$ cat config.mk
export PLATFORM = sky130hd
export DESIGN_NAME = dmem_arbiter
export DESIGN_NICKNAME = d
export VERILOG_FILES = /design/src/rtl/dmem_pkg.sv /design/src/rtl/dmem_port_mux.sv /design/src/rtl/dmem_arbiter.sv
export SDC_FILE = /design/constraint.sdc
export NUM_CORES = 1
export LEC_CHECK = 0
export ABC_AREA = 1
export BUFFER_PORTS_ARGS = -buffer_cell sky130_fd_sc_hd__buf_2
export CAP_MARGIN = 40
export CORE_AREA = 2 2 95 97
export DETAILED_ROUTE_END_ITERATION = 12
export DIE_AREA = 0 0 97 99
export PLACE_DENSITY = 0.56
export SLEW_MARGIN = 20
export SYNTH_ARGS = -nofsm -noshare
export SYNTH_HDL_FRONTEND = slang
export SYNTH_HIERARCHICAL = 1
export SYNTH_SLANG_ARGS = --single-unit
$ cat constraint.sdc
create_clock -name clk -period 2.2 [get_ports clk]
set_input_delay 0.22 -clock clk [delete_from_list [all_inputs] [get_ports clk]]
set_output_delay 0.22 -clock clk [all_outputs]
set_load 0.02 [all_outputs]
$ cat src/rtl/dmem_pkg.sv
// Shared types and defaults for the data-memory arbiter.
// Imported by the arbiter top and its port mux.
package dmem_pkg;

  localparam int AW_DEF        = 14;
  localparam int DW_DEF        = 32;
  localparam int MEM_WORDS_DEF = 32;
  localparam int MAX_BURST_DEF = 4;
  localparam int STARVE_DEF    = 8;

  typedef enum logic {
    S_M0 = 1'b0,
    S_M1 = 1'b1
  } arb_state_t;

  function automatic int cnt_w(input int n);
    return (n > 1) ? $clog2(n) : 1;
  endfunction

endpackage

$ cat src/rtl/dmem_port_mux.sv
// Steers the granted master onto the memory port, range-checks
// the access and returns read data only to the granted master.
module dmem_port_mux
  import dmem_pkg::*;
#(
  parameter int AW        = AW_DEF,
  parameter int DW        = DW_DEF,
  parameter int MEM_WORDS = MEM_WORDS_DEF
) (
  input  logic          en,
  input  logic          m0_gnt,
  input  logic          m0_we,
  input  logic [AW-1:0] m0_addr,
  input  logic [DW-1:0] m0_wdata,
  input  logic          m1_gnt,
  input  logic          m1_we,
  input  logic [AW-1:0] m1_addr,
  input  logic [DW-1:0] m1_wdata,
  input  logic [DW-1:0] mem_rd,
  output logic [AW-1:0] mem_a,
  output logic [DW-1:0] mem_wd,
  output logic          mem_we,
  output logic [DW-1:0] m0_rdata,
  output logic [DW-1:0] m1_rdata,
  output logic          oob
);

  localparam logic [AW:0] LIMIT = (AW+1)'(MEM_WORDS);

  logic sel_we;
  logic gnt;
  logic in_range;

  always_comb begin
    mem_a  = m0_addr;
    mem_wd = m0_wdata;
    sel_we = 1'b0;
    gnt    = 1'b0;
    unique case (1'b1)
      m0_gnt: begin
        mem_a  = m0_addr;
        mem_wd = m0_wdata;
        sel_we = m0_we;
        gnt    = 1'b1;
      end
      m1_gnt: begin
        mem_a  = m1_addr;
        mem_wd = m1_wdata;
        sel_we = m1_we;
        gnt    = 1'b1;
      end
      default: begin
        sel_we = 1'b0;
        gnt    = 1'b0;
      end
    endcase
  end

  assign in_range = ({1'b0, mem_a} < LIMIT);

  // oob is ungated so the error flop never sees the reset net as data
  assign oob    = gnt & ~in_range;
  assign mem_we = en & sel_we & in_range;

  assign m0_rdata =
    (en & m0_gnt & in_range) ? mem_rd : '0;
  assign m1_rdata =
    (en & m1_gnt & in_range) ? mem_rd : '0;

endmodule

$ cat src/rtl/dmem_arbiter.sv
// Two-master arbiter for the single-port data memory: MEM stage
// has priority, loader bursts are bounded and starvation-protected.
module dmem_arbiter
  import dmem_pkg::*;
#(
  parameter int AW           = AW_DEF,
  parameter int DW           = DW_DEF,
  parameter int MEM_WORDS    = MEM_WORDS_DEF,
  parameter int MAX_BURST    = MAX_BURST_DEF,
  parameter int STARVE_LIMIT = STARVE_DEF
) (
  input  logic          clk,
  input  logic          rst,
  input  logic          m0_req,
  input  logic          m0_we,
  input  logic [AW-1:0] m0_addr,
  input  logic [DW-1:0] m0_wdata,
  output logic          m0_gnt,
  output logic          m0_stall,
  output logic [DW-1:0] m0_rdata,
  input  logic          m1_req,
  input  logic          m1_we,
  input  logic          m1_last,
  input  logic [AW-1:0] m1_addr,
  input  logic [DW-1:0] m1_wdata,
  output logic          m1_gnt,
  output logic [DW-1:0] m1_rdata,
  output logic [AW-1:0] mem_a,
  output logic [DW-1:0] mem_wd,
  output logic          mem_we,
  input  logic [DW-1:0] mem_rd,
  output logic          err_oob
);

  localparam int BW = cnt_w(MAX_BURST);
  localparam int WW = $clog2(STARVE_LIMIT + 1);

  localparam logic [BW-1:0] BEAT_ONE  = BW'(1);
  localparam logic [BW-1:0] BEAT_LAST = BW'(MAX_BURST - 1);
  localparam logic [WW-1:0] W_LIMIT   = WW'(STARVE_LIMIT);

  arb_state_t    state_q, state_d;
  logic [BW-1:0] beat_q, beat_d;
  logic [WW-1:0] wait_q, wait_d;
  logic          err_d;

  logic g0, g1;
  logic force_m1;
  logic oob;

  assign force_m1 = m1_req & (wait_q == W_LIMIT);

  always_comb begin
    g0      = 1'b0;
    g1      = 1'b0;
    state_d = state_q;
    beat_d  = beat_q;
    unique case (state_q)
      S_M0: begin
        if (m0_req & ~force_m1) begin
          g0 = 1'b1;
        end else if (m1_req) begin
          g1 = 1'b1;
          if (~m1_last && (MAX_BURST > 1)) begin
            state_d = S_M1;
            beat_d  = BEAT_ONE;
          end else begin
            beat_d  = '0;
          end
        end
      end
      S_M1: begin
        // the burst owns the port; M0 waits even when idle here
        if (m1_req) begin
          g1 = 1'b1;
          if (m1_last || (beat_q == BEAT_LAST)) begin
            state_d = S_M0;
            beat_d  = '0;
          end else begin
            beat_d  = beat_q + BEAT_ONE;
          end
        end else begin
          state_d = S_M0;
          beat_d  = '0;
        end
      end
      default: begin
        state_d = S_M0;
        beat_d  = '0;
      end
    endcase
  end

  always_comb begin
    wait_d = wait_q;
    if (g1 || !m1_req) begin
      wait_d = '0;
    end else if (wait_q != W_LIMIT) begin
      wait_d = wait_q + WW'(1);
    end
  end

  assign err_d = oob;

  always_ff @(posedge clk or negedge rst) begin
    if (!rst) begin
      state_q <= S_M0;
      beat_q  <= '0;
      wait_q  <= '0;
      err_oob <= 1'b0;
    end else begin
      state_q <= state_d;
      beat_q  <= beat_d;
      wait_q  <= wait_d;
      err_oob <= err_d;
    end
  end

  assign m0_gnt   = rst & g0;
  assign m1_gnt   = rst & g1;
  assign m0_stall = m0_req & ~m0_gnt;

  dmem_port_mux #(
    .AW        (AW),
    .DW        (DW),
    .MEM_WORDS (MEM_WORDS)
  ) u_mux (
    .en       (rst),
    .m0_gnt   (g0),
    .m0_we    (m0_we),
    .m0_addr  (m0_addr),
    .m0_wdata (m0_wdata),
    .m1_gnt   (g1),
    .m1_we    (m1_we),
    .m1_addr  (m1_addr),
    .m1_wdata (m1_wdata),
    .mem_rd   (mem_rd),
    .mem_a    (mem_a),
    .mem_wd   (mem_wd),
    .mem_we   (mem_we),
    .m0_rdata (m0_rdata),
    .m1_rdata (m1_rdata),
    .oob      (oob)
  );

endmodule

; Word-level counts from Yosys, hierarchy flattened
; Cells that the tools add are included.
[classes]
n_addsub = 2
div = 0
shifts = 0
order_cmp = 1
eq_ne = 5
n_mux = 25
n_bitwise = 14
mul = 0
reduce_logical = 6
[op_table]
columns = op, n
row1 = 32-bit two-way mux, 3
row2 = "14-bit by 6-bit less-than comparator with 1-bit output, second input constant", 1
row3 = 14-bit two-way mux, 1
row4 = 1-bit two-way mux, 11
row5 = 1-bit bitwise AND, 10
row6 = 2-bit two-way mux, 4
row7 = 4-bit two-way mux, 2
row8 = 1-bit one-hot mux with 2 select lines, 3
row9 = "4-bit by 1-bit adder with 4-bit output, second input constant", 1
row10 = "4-bit equality test, second input constant", 1
row11 = "2-bit != test, second input constant", 2
row12 = "4-bit != test, second input constant", 1
row13 = 1-bit NOT, 4
row14 = 2-bit one-hot mux with 2 select lines, 1
row15 = "2-bit by 1-bit adder with 2-bit output, second input constant", 1
row16 = "2-bit equality test, second input constant", 1
row17 = 1-bit logical OR, 2
row18 = 2-bit AND reduction, 1
row19 = 2-bit nonzero test, 1
row20 = 2-bit OR reduction, 1
row21 = 1-bit zero test, 1
[totals]
n_memories = 0
input_bits = 131
latch_bits = 0
ramBits = 0
ff_bits = 8
romBits = 0
elab_cells = 57

; Depth between registers and ports, before layout
; Gate-level depths: netlist (run 1).
[logic_depth]
word_depth = 10
depth_mapped = 16
depth_no_buf = 15

; Cells and area by module
; Netlist (run 1), hierarchy kept.
[by_module_without_submodules]
columns = module, instances, area_each_um2, cells_per_inst
row1 = dmem_port_mux, 1, 1216.2, 283
row2 = dmem_arbiter, 1, 455.4, 56

; Worst setup path after synthesis (run 1)
; Ideal clock, no wire load.
[synth_timing]
path_kind = flip-flop to output port
from = reg wait_q[0]
to = out m0_rdata[10]
path_stages_with_launch = 16
arrival_ns = 2.215
required_time_ns = 1.980
path_slack_ns = -0.235
cell_sequence = dfrtp_1 > inv_1 > ha_1 > nand2_1 > inv_1 > nand2_2 > nand3_4 > nand2_1 > inv_1 > buf_6 > nand2_1 > nand2_1 > nor2_4 > nand4_4 > buf_6 > nor2_1
[synth_via]
elab_chain_len = 10
elab_cells_between_ends = 13
[synth_lines]
columns = element, line_no
row1 = start: declaration, dmem_arbiter.sv:44  ; logic [WW-1:0] wait_q, wait_d;
row2 = start signal: assignment, dmem_arbiter.sv:114  ; wait_q <= wait_d;
row3 = 4-bit equality test, dmem_arbiter.sv:51  ; assign force_m1 = m1_req & (wait_q == W_LIMIT);
row4 = 1-bit bitwise AND, dmem_arbiter.sv:51
row5 = 1-bit NOT, dmem_arbiter.sv:60  ; if (m0_req & ~force_m1) begin
row6 = 1-bit bitwise AND, dmem_arbiter.sv:60
row7 = 1-bit two-way mux, dmem_arbiter.sv:60
row8 = 1-bit one-hot mux with 2 select lines, dmem_arbiter.sv:58  ; unique case (state_q)
row9 = net g1, dmem_arbiter.sv:47  ; logic g0, g1;
row10 = 14-bit two-way mux, dmem_port_mux.sv:39  ; unique case (1'b1)
row11 = net mem_a[6], dmem_arbiter.sv:28  ; output logic [AW-1:0] mem_a,
row12 = 14-bit by 6-bit less-than comparator with 1-bit output, dmem_port_mux.sv:59  ; assign in_range = ({1'b0, mem_a} < LIMIT);
row13 = 1-bit bitwise AND, dmem_port_mux.sv:66  ; (en & m0_gnt & in_range) ? mem_rd : '0;
row14 = 32-bit two-way mux, dmem_port_mux.sv:66
row15 = end: declaration, dmem_arbiter.sv:20  ; output logic [DW-1:0] m0_rdata,
; The timed path passes the listed nets, and every way through them passes these cells.

; Final worst setup path (run 1)
[layout_timing]
from = reg wait_q[1]
to = out m0_rdata[20]
[layout_via]
elab_chain_len = 10
elab_cells_between_ends = 13
[layout_lines]
columns = element, line_no
row1 = 4-bit equality test, dmem_arbiter.sv:51
row2 = 1-bit bitwise AND, dmem_arbiter.sv:51
row3 = 1-bit NOT, dmem_arbiter.sv:60
row4 = 1-bit bitwise AND, dmem_arbiter.sv:60
row5 = 1-bit two-way mux, dmem_arbiter.sv:60
row6 = 1-bit one-hot mux with 2 select lines, dmem_arbiter.sv:58
row7 = net g1, dmem_arbiter.sv:47
row8 = 14-bit two-way mux, dmem_port_mux.sv:39
row9 = 14-bit by 6-bit less-than comparator with 1-bit output, dmem_port_mux.sv:59
row10 = 1-bit bitwise AND, dmem_port_mux.sv:66
row11 = 32-bit two-way mux, dmem_port_mux.sv:66
; The timed path passes the listed nets, and every way through them passes these cells.

==> results_dict.tcl, run 1 <==
set metrics [dict create \
    fin_crit_sh_pct 120 \
    drv_slew 0 \
    crit_required_ns 1.98 \
    cp_max_fo 8 \
    final_layout_size_suffix_gt1_share_pct 65.2 \
    tightest_slew_ns 0.253 \
    violations "negative setup slack" \
    dp_slack_ns -0.143 \
    start_util_pct 19.5 \
    p_per_area_mw_per_mm2 231 \
    max_freq_mhz 379 \
    num_antenna_cells 0 \
    leakage_nw 2.62 \
    start_kind "flop" \
    combPwrFrac_pct 66.7 \
    filler_cell_count 816 \
    drt_first_iter_violations 37 \
    clkLatencyLatePin_ns 0.24 \
    area_delta_synth_final_pct 169 \
    synth.distinct_cells 25 \
    synthArstFlopShare_pct 100 \
    final_nets 748 \
    coreArea_mm2 0.00855 \
    detail-route-antenna-nets 0 \
    die-width_um 97 \
    hold_viol_final 0 \
    portBuffers 245 \
    cp_data_arrival_time_ns 2.42 \
    crit_path_end_kind "output pin" \
    wl_um 9510 \
    synth_edf_count 0 \
    grt.total_usage_pct 16.3 \
    clkPwrFrac_pct 17.8 \
    grt_max_degree 38 \
    avgViaCountPerCell 4.19 \
    power.internal_w 0.000562 \
    cts-root-buf "clkbuf_8" \
    fin_area_mm2 0.00450 \
    rsz0062_at_grt "true" \
    setup_viol 65 \
    vdd_drop_max_mv 0.146 \
    clk_path_buf_depth 2 \
    tritoncts "built" \
    hp-class "input pin to flop" \
    fin_ws_ns -0.442 \
    boundaryPins 246 \
    drt_first_pass_iters 4 \
    avgSynthCellArea_um2 4.93 \
    numCtsBuffers 3 \
    overflow 0 \
    routedWlPerCell_um 13.2 \
    path_class "flop to output pin" \
    utilization_pct 52.6 \
    antenna_found_initial 0 \
    postPlaceCellArea_mm2 0.00357 \
    slew_headroom_pct 83.2 \
    die_h_um 99 \
    rows 34 \
    seq_power_share_pct 15.5 \
    netlist_area_mm2 0.00167 \
    drcViolationCount 0 \
    fin_skew_ns 0.00449 \
    vias 3014 \
    synth-seq-cells 8 \
    grt_pass1_wl_um 13000 \
    maxCapViolCount 0 \
    routabilityCongestion 0.823 \
    p_switching_w 0.000479 \
    dp.final_hpwl_um 6820 \
    clk_pin_slew_ns 0.04 \
    synth_nets 473 \
    synth.yosys.warnings 6 \
    synthFlopType "dfrtp_1" \
    synthCells 339 \
    cts_sinks 8 \
    swShare_pct 46.0 \
    status "finished with violations" \
    power_w 0.00104 \
    grt_pass1_vias 2860 \
    final.setup.tns_ns -25.84 \
    finalCriticalPeriod_ns 2.64 \
    synth.yosys.seq_area_share_pct 12.0 \
    ctsHtreeMaxLevel 1 \
    die-area_mm2 0.00960 \
]
[repair_timing]
action / CTS / global route
pin swaps: 1 / 20
setup endpoints to repair: 98 / 102
hold endpoints to repair: 8 / 0
gates resized for setup: 51 / 135
cloned: 4 / 7
hold buffers: 1 / 0
setup buffers: 5 / 7
[critical path, stage by stage (launching register included)]
cell and delay [ns]:
dfrtp_1 0.34, inv_1 0.05, ha_2 0.17, nand2_2 0.07
inv_2 0.04, nand2_2 0.07, nand3_4 0.10, nand2_8 0.12
clkinv_8 0.09, buf_8 0.13, nand2_4 0.05, nand2_4 0.05
nor2_4 0.17, nand4_4 0.22, clkbuf_16 0.26, nor2_4 0.11
buf_6 0.12
[sequential cells by signal, indices dropped and copies added, names as in the netlist]
register  flops
wait_q        4
state_q       1
beat_q        2
err_oob       1
[stage by stage]
step | std cells | hold slack (ns)
4_1_cts | 708 | 0.274
3_3_place_gp | 695 | 0.102
6_report | 720 | 0.276
3_5_place_dp | 695 | 0.101
2_1_floorplan | 339 | -0.0756
5_1_grt | 720 | 0.274
[Yosys cell counts (2+ instances only)]
master | count | area share, %
clkbuf_1 | 4 | 0.90
buf_6 | 7 | 4.7
nand3_1 | 5 | 1.5
nor2_4 | 2 | 1.3
nor2_1 | 72 | 16
inv_2 | 2 | 0.45
inv_1 | 62 | 14
nand4_4 | 2 | 2.5
nand2_2 | 9 | 3.4
buf_1 | 3 | 0.67
dfrtp_1 | 8 | 12
nand2_1 | 146 | 33
nor2_2 | 3 | 1.1
ha_1 | 3 | 2.2
[placed cells by master (no fill, tap or decap)]
master / count
a31oi_1: 1
nor2_1: 8
nand3_1: 5
nand3_4: 1
ha_1: 2
o21ai_4: 1
nand2_4: 10
or2_2: 1
clkbuf_16: 6
clkinv_8: 2
a22oi_1: 1
inv_4: 1
dfrtp_1: 8
inv_1: 60
nand2_1: 125
clkbuf_8: 3
nand2_2: 20
inv_8: 1
o21ai_2: 1
xnor2_1: 1
buf_6: 62
buf_2: 183
inv_2: 2
dlygate4sd3_1: 1
buf_4: 23
xor2_1: 1
nor2_4: 66
buf_16: 2
buf_12: 4
nand4_4: 2
ha_2: 1
nor2_2: 3
nand2_8: 1
buf_8: 2
nor2_8: 1
[worst paths after layout]
kind,startpoint,depth (start not counted),slack [ns],endpoint
hold / removal,m1_last,3,0.28,state_q
min in group asynchronous,rst,2,0.38,beat_q[1]
max in group asynchronous,rst,2,1.61,wait_q[0]
setup / recovery,wait_q[1],16,-0.44,m0_rdata[20]
setup reg to reg,wait_q[1],15,0.30,err_oob
hold reg to reg,beat_q[1],2,0.48,beat_q[1]
[power by group through the flow]
stage               Combinational [W]  Sequential, W  Clock (W)
CTS                          0.000629       0.000161   0.000190
global placement             0.000593       0.000163          0
detailed placement           0.000597       0.000163          0
global route                 0.000754       0.000163   0.000198
finish                       0.000694       0.000162   0.000185
floorplan                    0.000335       0.000165          0
[layout make-up]
type                    instances  area [um2]  share of cell area (%)
multi-input cells             252        1730                    38.4
flip-flops and latches          8         200                    4.45
well taps                     108         135                    3.00
inverters                      64         265                    5.90
clock buffers                   3        41.3                   0.918
repair buffers                283        2110                    47.0
repair inverters                2        17.5                   0.389
[kinds of logic (layout without fill, tap and decap cells)]
kind of cell,count (synthesis),count (layout),share of synthesized area [%]
simple gates,243,243,62.1
fa+ha+maj,3,3,2.25
xor+xnor,2,2,1.05
compound gates,4,4,1.65
buf+inv,79,352,21.0
flops,8,8,12.0
[routing by layer]
metal	part of all wire, %	wire length [um]	global-route usage (%)
met4	1.9	181	4.12
met1	35	3340	17.4
met3	6.2	594	2.84
met5	0	0	0
met2	57	5390	32.7
Power figures use the tool's default switching activity.
==> inputs of run 2 (changes only) <==
--- a/config.mk
+++ b/config.mk
@@ -8,10 +8,13 @@
 export ABC_AREA = 1
 export BUFFER_PORTS_ARGS = -buffer_cell sky130_fd_sc_hd__buf_2
 export CAP_MARGIN = 40
-export CORE_AREA = 2 2 95 97
+export CELL_PAD_IN_SITES_DETAIL_PLACEMENT = 2
+export CELL_PAD_IN_SITES_GLOBAL_PLACEMENT = 2
+export CORE_ASPECT_RATIO = 0.5
+export CORE_MARGIN = 1.5
+export CORE_UTILIZATION = 10
 export DETAILED_ROUTE_END_ITERATION = 12
-export DIE_AREA = 0 0 97 99
-export PLACE_DENSITY = 0.56
+export PLACE_DENSITY = 0.76
 export SLEW_MARGIN = 20
 export SYNTH_ARGS = -nofsm -noshare
 export SYNTH_HDL_FRONTEND = slang
==> results_dict.tcl, run 2 (synthesis gave the netlist of run 1 again) <==
set metrics [dict create \
    die_h_um 94.4 \
    wl_um 12300 \
    clk_pin_slew_ns 0.04 \
    final_layout_size_suffix_gt1_share_pct 64.2 \
    crit_required_ns 1.98 \
    vias 3141 \
    clk_path_buf_depth 2 \
    top_register "wait_q" \
    hp-class "input pin to flop" \
    whs_ns 0.317 \
    power.internal_w 0.000648 \
    reg2reg_slack_ns 0.09 \
    routedWlPerCell_um 14.6 \
    start_util_pct 10.2 \
    grt_pass1_wl_um 17200 \
    hold_depth 3 \
    filler_cell_count 1984 \
    layout_commonest_cell "buf_2" \
    routabilityCongestion 0.777 \
    dp.final_hpwl_um 9550 \
    finalCriticalPeriod_ns 2.72 \
    leakage_nw 2.62 \
    maxCapViolCount 0 \
    stdcell_count 841 \
    grt_max_degree 35 \
    rows 33 \
    rsz0062_at_grt "true" \
    swShare_pct 42.8 \
    combPwrFrac_pct 58.4 \
    status "finished with violations" \
    met3_usage_pct 1.23 \
    start_kind "flop" \
    grt_pass1_vias 3392 \
    seq_area_um2 200 \
    setup_viol 65 \
    detail-route-antenna-nets 0 \
    cts_sinks 8 \
    drt_first_iter_violations 23 \
    drt_first_pass_iters 4 \
    p_switching_w 0.000485 \
    p_per_area_mw_per_mm2 247 \
    cp_data_arrival_time_ns 2.50 \
    grt.total_usage_pct 12.6 \
    fin_area_mm2 0.00459 \
    largest_reg_flops 4 \
    antenna_found_initial 0 \
    crit_path_end_kind "output pin" \
    fin_ws_ns -0.517 \
    tritoncts "built" \
    hold_viol_final 0 \
    rr_worst_depth 18 \
    layout_common_cells "buf_2, nand2_1, nor2_4, buf_6, inv_1" \
    max_freq_mhz 368 \
    boundaryPins 246 \
    die-area_mm2 0.0175 \
    placed_cells 823 \
    final_nets 750 \
    overflow 0 \
    violations "negative setup slack" \
    vdd_drop_max_mv 0.213 \
    slew_headroom_pct 72.1 \
    grtUsageMet2_pct 28.2 \
    cp_max_fo 10 \
    cts-root-buf "clkbuf_16" \
    fin_skew_ns 0.000308 \
    drcViolationCount 0 \
    utilization_pct 28.1 \
    multi_input_area_mm2 0.00170 \
    die-width_um 186 \
    area_delta_synth_final_pct 175 \
    drv_slew 0 \
    reg_top3 "wait_q x4, beat_q x2" \
    clkLatencyLatePin_ns 0.23 \
    numCtsBuffers 3 \
    coreArea_mm2 0.0164 \
    tightest_slew_ns 0.417 \
    ctsHtreeMaxLevel 1 \
    use_met1_pct 11.8 \
    fin_crit_sh_pct 124 \
    busiest_layer "met2" \
    clkPwrFrac_pct 27.2 \
    path_class "flop to output pin" \
    num_antenna_cells 0 \
    postPlaceCellArea_mm2 0.00380 \
    seq_power_share_pct 14.5 \
    avgViaCountPerCell 3.73 \
    portBuffers 245 \
]
-- run 2: cell types whose count changed in the layout (fill, tap and decap cells not counted), moves of 2 or more --
cell | before | now
buf_12 | 4 | 7
buf_16 | 2 | 0
buf_2 | 183 | 180
buf_4 | 23 | 34
clkbuf_8 | 3 | 0
clkinv_8 | 2 | 0
inv_1 | 60 | 58
inv_2 | 2 | 4
nand2_1 | 125 | 134
nand2_2 | 20 | 9
nand2_4 | 10 | 13
nor2_2 | 3 | 5
nor2_4 | 66 | 64
-- run 2: area by class of cell --
cell class	instances	area share, %
repair buffers	287	45.4
multi-input cells	252	37.0
well taps	227	6.18
inverters	64	5.50
flip-flops and latches	8	4.36
clock buffers	3	1.63
-- run 2: timing repair --
item / CTS / global route
hold endpoints to repair: 8 / 0
gates cloned: 0 / 5
resized for setup: 124 / 44
buffers inserted: 4 / 5
pin swaps: 2 / 11
setup endpoints to repair: 98 / 98
hold buffers: 1 / 0
-- run 2: worst paths after layout --
path	start	to
max	wait_q[0]	m0_rdata[31]
min	m1_last	state_q
max reg2reg	wait_q[0]	err_oob
min reg2reg	beat_q[1]	beat_q[1]
max in group asynchronous	rst	err_oob
min in group asynchronous	rst	state_q
-- run 2: power groups by stage --
stage               Combinational (W)  Sequential, W  Clock (W)
detailed placement           0.000623       0.000165          0
CTS                          0.000649       0.000163   0.000316
finish                       0.000661       0.000164   0.000308
global route                 0.000722       0.000165   0.000325
global placement             0.000603       0.000165          0
floorplan                    0.000335       0.000165          0
-- run 2: critical path: stages, from the launching register on --
cell	delay, ns
dfrtp_1	0.40
inv_2	0.08
ha_4	0.12
nand2_2	0.05
inv_2	0.06
nand2_4	0.05
nand3_4	0.07
nand2_4	0.07
inv_8	0.08
buf_12	0.14
nand2_4	0.05
nand2_4	0.06
nand2_4	0.06
nor2_8	0.15
nand4_4	0.23
buf_12	0.24
nor2_2	0.16
buf_6	0.15
-- run 2: per-layer routing --
metal	share of wire (%)	vias up
met5	0	-
met4	2.9	0
met3	3.8	22
met2	60	87
met1	33	1518
li1	-	1514
-- run 2: metrics by stage --
| stage | setup WS, ns | TNS [ns] | total power [W] |
|---|---|---|---|
| after floorplan | -0.0183 | -0.0183 | 0.000501 |
| after global placement | -0.114 | -5.40 | 0.000767 |
| after detailed placement | -0.203 | -10.52 | 0.000788 |
| after CTS | -0.458 | -25.80 | 0.00113 |
| after global routing | -0.679 | -39.14 | 0.00121 |
| final | -0.517 | -27.89 | 0.00113 |
